===== src/rtl/pc_sequencer.sv =====
// Program-counter and fetch sequencer: issues sequential fetch addresses, redirects on
// taken branches with a fixed flush window, and parks in HALT on request.
module pc_sequencer #(
    parameter int unsigned      PC_W         = 32,
    parameter int unsigned      OFF_W        = 22,
    parameter logic [PC_W-1:0]  RESET_PC     = '0,
    parameter int unsigned      FLUSH_CYCLES = 2
) (
    input  logic             clk,
    input  logic             rst_n,
    output logic             fetch_valid,
    input  logic             fetch_ready,
    output logic [PC_W-1:0]  fetch_pc,
    input  logic             br_valid,
    input  logic             br_take,
    input  logic [PC_W-1:0]  br_pc,
    input  logic [OFF_W-1:0] br_off,
    input  logic             halt_req,
    output logic             flush,
    output logic             redirect,
    output logic             halted
);

    localparam int unsigned CNT_W = (FLUSH_CYCLES > 1) ? $clog2(FLUSH_CYCLES) : 1;

    typedef enum logic [1:0] {BOOT, RUN, FLUSH, HALT} state_t;

    state_t           state;
    logic [CNT_W-1:0] flush_cnt;
    logic [PC_W-1:0]  br_base;
    logic [PC_W-1:0]  off_ext;
    logic [PC_W-1:0]  target;

    // Branch PC low bits are masked rather than sliced off so the whole port is consumed.
    assign br_base = br_pc & ~PC_W'(3);
    assign off_ext = {{(PC_W - OFF_W){br_off[OFF_W-1]}}, br_off};
    assign target  = br_base + PC_W'(4) + (off_ext << 2);

    always_ff @(posedge clk or negedge rst_n) begin
        if (!rst_n) begin
            state       <= BOOT;
            flush_cnt   <= '0;
            fetch_pc    <= RESET_PC;
            fetch_valid <= 1'b0;
            flush       <= 1'b0;
            redirect    <= 1'b0;
            halted      <= 1'b0;
        end else begin
            redirect <= 1'b0;
            case (state)
                BOOT: begin
                    state       <= RUN;
                    fetch_valid <= 1'b1;
                end
                RUN: begin
                    // A taken branch wins over both halt and the sequential increment.
                    if (br_valid && br_take) begin
                        state       <= FLUSH;
                        fetch_pc    <= target;
                        fetch_valid <= 1'b0;
                        flush       <= 1'b1;
                        redirect    <= 1'b1;
                        flush_cnt   <= CNT_W'(FLUSH_CYCLES - 1);
                    end else begin
                        if (fetch_valid && fetch_ready)
                            fetch_pc <= fetch_pc + PC_W'(4);
                        if (halt_req) begin
                            state       <= HALT;
                            fetch_valid <= 1'b0;
                            halted      <= 1'b1;
                        end
                    end
                end
                FLUSH: begin
                    if (flush_cnt == '0) begin
                        state       <= RUN;
                        flush       <= 1'b0;
                        fetch_valid <= 1'b1;
                    end else begin
                        flush_cnt <= flush_cnt - 1'b1;
                    end
                end
                HALT: begin
                    fetch_valid <= 1'b0;
                end
            endcase
        end
    end

endmodule


===== config.mk =====
export PLATFORM = sky130hd
export DESIGN_NAME = pc_sequencer
export DESIGN_NICKNAME = d
export VERILOG_FILES = /design/src/rtl/pc_sequencer.sv
export SDC_FILE = /design/constraint.sdc
export NUM_CORES = 1
export LEC_CHECK = 0
export ABC_AREA = 0
export CAP_MARGIN = 20
export CORE_MARGIN = 10
export CORE_UTILIZATION = 47
export DETAILED_ROUTE_END_ITERATION = 8
export PLACE_DENSITY = 0.83
export SLEW_MARGIN = 20
export SYNTH_ARGS = -nofsm -noshare
export SYNTH_HDL_FRONTEND = slang
export SYNTH_SLANG_ARGS = --single-unit

===== constraint.sdc =====
create_clock -name clk -period 2.6 [get_ports clk]
set_input_delay 0.78 -clock clk [delete_from_list [all_inputs] [get_ports clk]]
set_output_delay 0.78 -clock clk [all_outputs]
set_load 0.02 [all_outputs]

# ---- Yosys cells after proc, flatten, opt, wreduce, memory -nomap -nowiden
# Index checks and enable logic that the tools add are counted.
dict set report word_totals {
  inputBits 60
  wordCells 47
  reg_bits 39
  out_inout_bits 36
}
dict set report classes {
  n_eq_ne 6
  n_mux 17
  n_bitwise 1
  addsub 4
  n_reduce_logical 12
}
# cell count
set ops {}
lappend ops {{$add 32x3->32 const B} 2}
lappend ops {{$mux 32} 2}
lappend ops {{$add 32x32->32} 1}
lappend ops {{$reduce_and 3->1} 3}
lappend ops {{$mux 1} 8}
lappend ops {{$mux 2} 3}
lappend ops {{$pmux 2 s3} 1}
lappend ops {{$reduce_and 2->1} 3}
lappend ops {{$eq 2x2->1 const B} 2}
lappend ops {{$ne 2x2->1 const B} 2}
lappend ops {{$pmux 1 s2} 2}
lappend ops {{$pmux 1 s4} 1}
lappend ops {{$reduce_bool 2->1} 2}
lappend ops {{$ne 3x3->1 const B} 1}
lappend ops {{$reduce_bool 3->1} 1}
lappend ops {{$eq 2x1->1 const B} 1}
lappend ops {{$logic_and 1x1->1} 2}
lappend ops {{$logic_not 2->1} 1}
lappend ops {{$not 1->1} 1}
lappend ops {{$sub 1x1->1 const B} 1}

# ---- Logic depth before layout (Yosys ltp)
# Gate-level depths: netlist of run 1.
dict set report depth {
  depth_word 3
  mapped_depth 12
  ltp_nobuf 12
}

# ---- Least setup slack after synthesis of run 1
# OpenSTA, ideal clock, no wires.
dict set report synth_path {
  path_type {input to register}
  startpoint {input br_pc[3]}
  endpoint {register fetch_pc[29]}
  path_buffers 0
  t_required_ps 2529
  setup_ps 71
  arrival_ps 3072
  setup_slack_ps -543
  cell_stages 10
  path_cell_list {ha_1 ha_1 fa_1 a211oi_1 o21ai_0 a21oi_1 a211oi_1 nor3b_1 or3_1 nand4_1}
}
dict set report synth_via {
  elab_chain_cells 3
}
# item line_no
set synth_rtl {}
lappend synth_rtl {{start: declaration} 16} ;# input logic [PC_W-1:0] br_pc,
lappend synth_rtl {{$add 32x3->32} 37} ;# assign target = br_base + PC_W'(4) + (off_ext << 2);
lappend synth_rtl {{$add 32x32->32} 37}
lappend synth_rtl {{$mux 32} 57} ;# if (br_valid && br_take) begin
lappend synth_rtl {{end signal: assignment} 59} ;# fetch_pc <= target;
lappend synth_rtl {{end signal: assignment} 66} ;# fetch_pc <= fetch_pc + PC_W'(4);
lappend synth_rtl {{end: declaration} 13} ;# output logic [PC_W-1:0] fetch_pc,
# No other way between the ends.
# A chain may end at the register's enable or synchronous reset.

# ---- Worst setup path after layout of run 1
dict set report layout_path {
  startpoint {input br_pc[3]}
  endpoint {register fetch_pc[23]}
}
# Same word-level chain as after synthesis.

==> results of run 1 <==
through the flow:
| stage | setup WS (ns) | total power [W] | std cells | setup TNS (ns) | util |
|---|---|---|---|---|---|
| CTS | -0.237 | 0.00230 | 851 | -1.08 | 0.813 |
| global route | -0.358 | 0.00255 | 851 | -4.70 | 0.831 |
| floorplan | -0.223 | 0.00116 | 536 | -1.00 | - |
| finish | -0.283 | 0.00245 | 851 | -2.82 | 0.831 |
| global placement | -0.893 | 0.00163 | 828 | -16.98 | 0.720 |
| detailed placement | -0.948 | 0.00166 | 828 | -18.22 | 0.720 |
worst reg2reg max path, stage by stage, from the launching register on:
cell and delay, ns:
dfrtp_1 0.43, nand4_1 0.14, or4_4 0.61, nor4_1 0.53, o21ai_0 0.15, a22oi_1 0.26, nand4_1 0.13
timing repair:
action | 4_1_cts | 5_1_grt
endpoints found under the hold margin | 0 | 0
hold buffers | 0 | 0
resized for setup | 172 | 33
endpoints found under the setup margin | 25 | 24
gates cloned | 1 | 0
pin swaps | 74 | 30
setup buffers | 15 | 0
metal layers:
layer  global-route usage  vias up  part of all wire
met5                    0        -                 0
met4               0.0956        0             0.043
met3               0.0467       73             0.082
met2                0.448      327              0.48
met1                0.309     2556              0.39
li1                     -     2432                 -
synthesized netlist by cell type, types with 2 or more instances:
cell	n	area, µm²
nor3b_1	2	15.0
a211oi_1	13	97.6
o21a_1	2	15.0
inv_1	13	48.8
a31oi_1	10	62.6
a41oi_1	2	17.5
a21oi_1	59	295
and3_1	7	43.8
and4_1	2	17.5
a21boi_0	4	30.0
nor2b_1	4	25.0
a311oi_1	2	17.5
nand3_1	26	130
clkbuf_1	19	71.3
a221oi_1	3	26.3
nand4_1	10	62.6
ha_1	58	726
or2_2	2	12.5
o22ai_1	6	37.5
a21o_1	6	45.0
o221a_2	2	22.5
a22oi_1	4	30.0
dfrtp_1	37	926
xor2_1	14	123
mux2i_1	2	20.0
o21bai_1	8	60.1
nor3_1	22	110
buf_4	2	15.0
a21bo_2	2	20.0
nor4_1	5	31.3
nand2_1	53	199
xnor2_1	8	70.1
or3_1	7	43.8
o21ai_0	47	235
nor2_1	42	158
and2_1	4	25.0
o211ai_1	4	30.0
o31ai_1	2	15.0
worst max path at each step:
stage | end | from | depth (start not counted)
2_1_floorplan | fetch_pc[29] | br_pc[3] | 10
3_3_place_gp | fetch_pc[23] | br_pc[3] | 11
3_5_place_dp | fetch_pc[23] | br_pc[3] | 11
4_1_cts | fetch_pc[23] | br_off[1] | 11
5_1_grt | fetch_pc[31] | br_pc[26] | 10
6_report | fetch_pc[23] | br_pc[3] | 11
state kept, by name, summed over array words and instances, names as in the netlist:
signal,count
flush_cnt,1
redirect,1
fetch_valid,1
flush,1
state,2
halted,1
fetch_pc,30
kinds of logic (layout without fill, tap and decap cells):
kind of cell               Yosys count  after routing  share of synthesized area
AOI/OAI and AO/OA                  187            188                      0.283
xor gates and xnor gates            22             22                     0.0467
adders and majority gates           59             59                      0.181
buffers and inverters               35            241                     0.0337
DFF                                 37             37                      0.224
muxes                                3              3                    0.00758
other                                1              2                   0.000909
and+or+nand+nor                    191            191                      0.223
power groups by stage:
stage | combinational [W] | sequential, W | clock, W
2_1_floorplan | 0.000573 | 0.000587 | 0
3_3_place_gp | 0.00104 | 0.000586 | 0
3_5_place_dp | 0.00107 | 0.000586 | 0
4_1_cts | 0.00131 | 0.000575 | 0.000413
5_1_grt | 0.00155 | 0.000575 | 0.000425
6_report | 0.00147 | 0.000575 | 0.000414
layout make-up:
type,instances,area [µm²]
clock buffer,5,68.8
clock inverter,3,17.5
multi-input combinational,465,4130
inverter,13,51.3
tap,108,135
sequential,37,926
fill,478,1460
timing repair buffer,220,1850
==> metrics, run 1 <==
CTS tree=built; clock network power share=0.169; drt via density=roughly 6.3; Max VDD drop=221 µV; CP max FO=3; post-route clock period utilization=1.11; number of port buffers=around 90; chip height=approximately 110 µm; crit-path cells=buf_6 -> ha_4 -> ha_4 -> fa_2 -> a211oi_4 -> o211ai_1 -> nand4b_1 -> a21o_1 -> nand2_2 -> mux2_4 -> o221a_4; Final nets=861; CP max stage cell=fa_2; Ys Warns=0; Crit. End Element=flop; Clock Skew=0.00440 ns; Arr. time, crit path=about 3.1 ns; Critical Path Max Stage Delay=0.39 ns; Hold Path Depth=1; Power per Cell Area=between 300 and 400 nW/µm²; FF-to-FF End=fetch_pc[29]; DRC=0; Seq pwr share=0.234; FF-to-FF path depth=6; crit path launch type=primary input; final worst path period need=about 2.9 ns; CP delay by family, top=compound AO/OA/AOI/OAI gates; worst setup margin=-0.283 ns; vias in the first global route=roughly 5500; #FFs+latches synth=37; Clock Sinks=37; Post-Syn Area=just over 4000 µm²; Core Rows=34; Die ar.=12900 µm²; initial core utilization=0.478; Crit path buffers/inverters=1; commonest cells after routing, fill and taps aside=buf_4, nand2_1, clkdlybuf4s50_1; Min Hold Slack=around 0.47 ns; Num CTS Buffers=5; WL final=18000 µm; hold path startpoint=halted; Primary FF master, synth=dfrtp_1; r2r startpoint=fetch_pc[14]; violated checks=negative setup slack; Die W=114 µm; Detailed Routing Iterations Pass 1=6; initial antenna violation count=0; largest net degree at the start of global routing=38; total congestion overflow=0; internal power=around 0.0015 W; r2r setup slk=0.23 ns; number of flops mapped to enable cells by yosys=0; Avg WL per Cell=between 20 and 25 µm; Initial DRC Count=520; Fin. Hold Viols=0; Sw Pwr=0.000955 W; Distinct cells, synth=58; hold endpoint=halted; Slew HR=0.643; Routed Antenna Nets=0; Crit path top cell by count=ha_4; H-tree levels=2; combinational share of power=0.597; layout cells sized above 1=0.373; switching share of total power=0.389; first-pass GRT wire length=27900 µm; Mean Syn Cell Area=7.71 µm²; fin. max-slew vios=0; io pins=96; status=finished with violations; Detail Placement HPWL=12000 µm; worst min path class=reg -> reg; commonest non-fill, non-tap cell in the layout=buf_4; design area=7170 µm²; Post-synth ARST share=1.00; sequential element share of the synthesized area=0.224; clock slew at reported path FFs=0.08 ns; Clock Tree Root=clkbuf_8; gr usage total=0.258; area grow syn2layout=73.9%; worst slew pin tran=0.531 ns; dpl cell area=6220 µm²; Crit Path Category=in -> reg; Diodes inserted=0; Setup Viol. Count Final=20; Max clock buf depth=2; Req. time, crit path=around 2.8 ns; Max Cap Viol=0; Post-Synthesis Cells=approximately 540; Lkg Pwr=2.90 nW; unrepaired setup endpoints after global routing=true; Vias=5388; Max Clock Freq=roughly 350 MHz; Clock Latency Late Sink=0.30 ns; GPL Wtd Cong=0.886; core box area=8640 µm²
No activity file was read; power rests on OpenSTA's default activity.
==> inputs of run 2 (changes only) <==
CAP_MARGIN = 25   (was 20)
==> results of run 2 <==
The final DEF is identical to that of run 1; final timing and power are the same.
==> inputs of run 3 (changes only) <==
SETUP_SLACK_MARGIN = 0.05   (was not set)
==> run 3 against run 2 <==
Net effect: the flow still finishes with violations (negative setup slack); routed wire length up 10%; total power increased by 12%; register-to-register slack got worse by 0.07 ns; highest routed layer unchanged; sequential share of layout area shrank 0.49 points; first-iteration DRC count rose by 9.4%; sequential cell count unchanged; worst setup slack about the same; final cell count is 1.2% higher; sequential power barely moved; critical path depth shrank 1; combinational power grew 12%; maximum frequency is essentially flat.
==> metrics, run 3 (same netlist as run 1, synthesis figures left out) <==
fin. max-slew vios=0 (unchanged); worst min path class=reg -> reg (unchanged); crit-path cells=dlygate4sd2_1 -> ha_4 -> ha_4 -> a211oi_1 -> o21bai_1 -> nor2b_4 -> a221oi_2 -> nor2_1 -> or3_1 -> nand4_1 (was buf_6 -> ha_4 -> ha_4 -> fa_2 -> a211oi_4 -> o211ai_1 -> nand4b_1 -> a21o_1 -> nand2_2 -> mux2_4 -> o221a_4); Fin. Hold Viols=0 (unchanged); post-route clock period utilization=1.11 (about the same); crit path launch type=primary input (unchanged); design area=7450 µm² (was 7170 µm²); clock network power share=0.194 (was 0.169); Routed Antenna Nets=0 (unchanged); H-tree levels=2 (unchanged); Power per Cell Area=368 nW/µm² (was 342 nW/µm²); DRC=0 (unchanged); Die ar.=12900 µm² (unchanged); initial core utilization=0.478 (unchanged); Sw Pwr=0.00103 W (was 0.000955 W); Max VDD drop=237 µV (was 221 µV); io pins=96 (unchanged); Req. time, crit path=2.84 ns (was 2.79 ns); Initial DRC Count=569 (was 520); first-pass GRT wire length=28700 µm (was 27900 µm); Diodes inserted=0 (unchanged); Arr. time, crit path=3.12 ns (was 3.08 ns); violated checks=negative setup slack (unchanged); CTS tree=built (unchanged); Die W=114 µm (unchanged); drt via density=6.49 (was 6.33); Slew HR=0.660 (was 0.643); worst setup margin=-0.283 ns (about the same); Num CTS Buffers=5 (unchanged); largest net degree at the start of global routing=38 (unchanged); Critical Path Max Stage Delay=0.40 ns (was 0.39 ns); switching share of total power=0.377 (was 0.389); Clock Tree Root=clkbuf_8 (unchanged); Avg WL per Cell=23.1 µm (was 21.2 µm); Detail Placement HPWL=11900 µm (was 12000 µm); clock slew at reported path FFs=0.08 ns (about the same); vias in the first global route=5562 (was 5489); Lkg Pwr=3.00 nW (was 2.90 nW); total power=0.00274 W (was 0.00245 W); WL final=19900 µm (was 18000 µm); core box area=8640 µm² (unchanged); internal power=0.00171 W (was 0.00150 W); Crit path top cell by count=ha_4 (unchanged); Detailed Routing Iterations Pass 1=5 (was 6); hold_buf cts=0 (unchanged); Crit. End Element=flop (unchanged); status=finished with violations (unchanged); worst slew pin tran=0.505 ns (was 0.531 ns); Max Clock Freq=347 MHz (about the same); final worst path period need=2.88 ns (about the same); Top Registers=fetch_pc: 30 flops, state: 2 flops (unchanged); CP max stage cell=a211oi_1 (was fa_2); unrepaired setup endpoints after global routing=true (unchanged); Final nets=871 (was 861); initial antenna violation count=0 (unchanged); Min Hold Slack=0.481 ns (was 0.467 ns); gr usage total=0.266 (was 0.258); chip height=114 µm (unchanged); total congestion overflow=0 (unchanged); area grow syn2layout=80.7% (was 73.9%); Max clock buf depth=2 (unchanged); commonest non-fill, non-tap cell in the layout=buf_4 (unchanged); sum of negative setup slack=-1.87 ns (was -2.82 ns); fin util=0.863 (was 0.831); Crit Path Category=in -> reg (unchanged); CP max FO=6 (was 3); number of port buffers=91 (unchanged); dpl cell area=6180 µm² (was 6220 µm²); Clock Sinks=37 (unchanged); layout cells sized above 1=0.446 (was 0.373); GPL Wtd Cong=0.884 (was 0.886); Vias=5592 (was 5388); Setup Viol. Count Final=15 (was 20); Core Rows=34 (unchanged); Max Cap Viol=0 (unchanged); Clock Skew=0.00933 ns (was 0.00440 ns); combinational share of power=0.597 (about the same); Clock Latency Late Sink=0.30 ns (about the same); Seq pwr share=0.210 (was 0.234); max reg flops=30 (unchanged); commonest cells after routing, fill and taps aside=buf_4, ha_4, nand2_1 (was buf_4, nand2_1, clkdlybuf4s50_1); Largest Register=fetch_pc (unchanged)
run 3: changes by cell type in the layout (fill, tap and decap cells not counted), sizes merged, moves of 2 or more:
| cell | change |
|---|---|
| clkbuf | +14 |
| clkinv | -2 |
| buf | +25 |
| clkdlybuf4s15 | +5 |
| dlygate4sd2 | -25 |
| clkdlybuf4s50 | -6 |
run 3: what timing repair did:
item                                    CTS  global route
resized for setup                       249            85
pin swaps                               106            71
setup buffers                            23            11
cloned                                    0             0
endpoints found under the setup margin   26            23
run 3: worst paths after layout:
| kind | startpoint | to | slack [ns] | cells past startpoint |
|---|---|---|---|---|
| min | halted | halted | 0.48 | 1 |
| max | br_off[16] | fetch_pc[29] | -0.28 | 10 |
| min reg2reg | halted | halted | 0.48 | 1 |
| max in group asynchronous | rst_n | fetch_pc[31] | 1.33 | 2 |
| max reg2reg | fetch_pc[12] | fetch_pc[29] | 0.16 | 6 |
| min in group asynchronous | rst_n | fetch_pc[4] | 0.90 | 2 |
run 3: worst max-delay path, delay by kind of cell:
kind / cells / cell delay [ns]
buf+inv: 1 / 0.27
fa+ha+maj: 2 / 0.51
simple gates: 4 / 0.75
compound gates: 3 / 0.80
run 3: through the flow:
step	std cells	setup slack [ns]
6_report	861	-0.283
5_1_grt	861	-0.322
4_1_cts	852	-0.158
3_5_place_dp	822	-0.927
3_3_place_gp	822	-0.853
2_1_floorplan	536	-0.223
run 3: per-layer routing:
metal,up-vias,global-route usage,routed length [µm]
met1,2623,0.305,7400
li1,2444,-,-
met3,129,0.0394,1540
met5,-,0,0
met4,0,0.113,1230
met2,396,0.480,9710
run 3: layout make-up:
class,instances,area [µm²]
inverter,13,48.8
multi-input combinational,464,4300
timing repair buffer,231,1930
clock inverter,1,30.0
sequential,37,926
clock buffer,7,86.3
tap,108,135
fill,431,1180
run 3: power groups by stage:
stage	Clock (W)	Combinational [W]	Sequential, W
after global routing	0.000543	0.00171	0.000575
after detailed placement	0	0.00107	0.000586
after global placement	0	0.00104	0.000586
after CTS	0.000522	0.00135	0.000575
final	0.000531	0.00164	0.000575
after floorplan	0	0.000572	0.000587
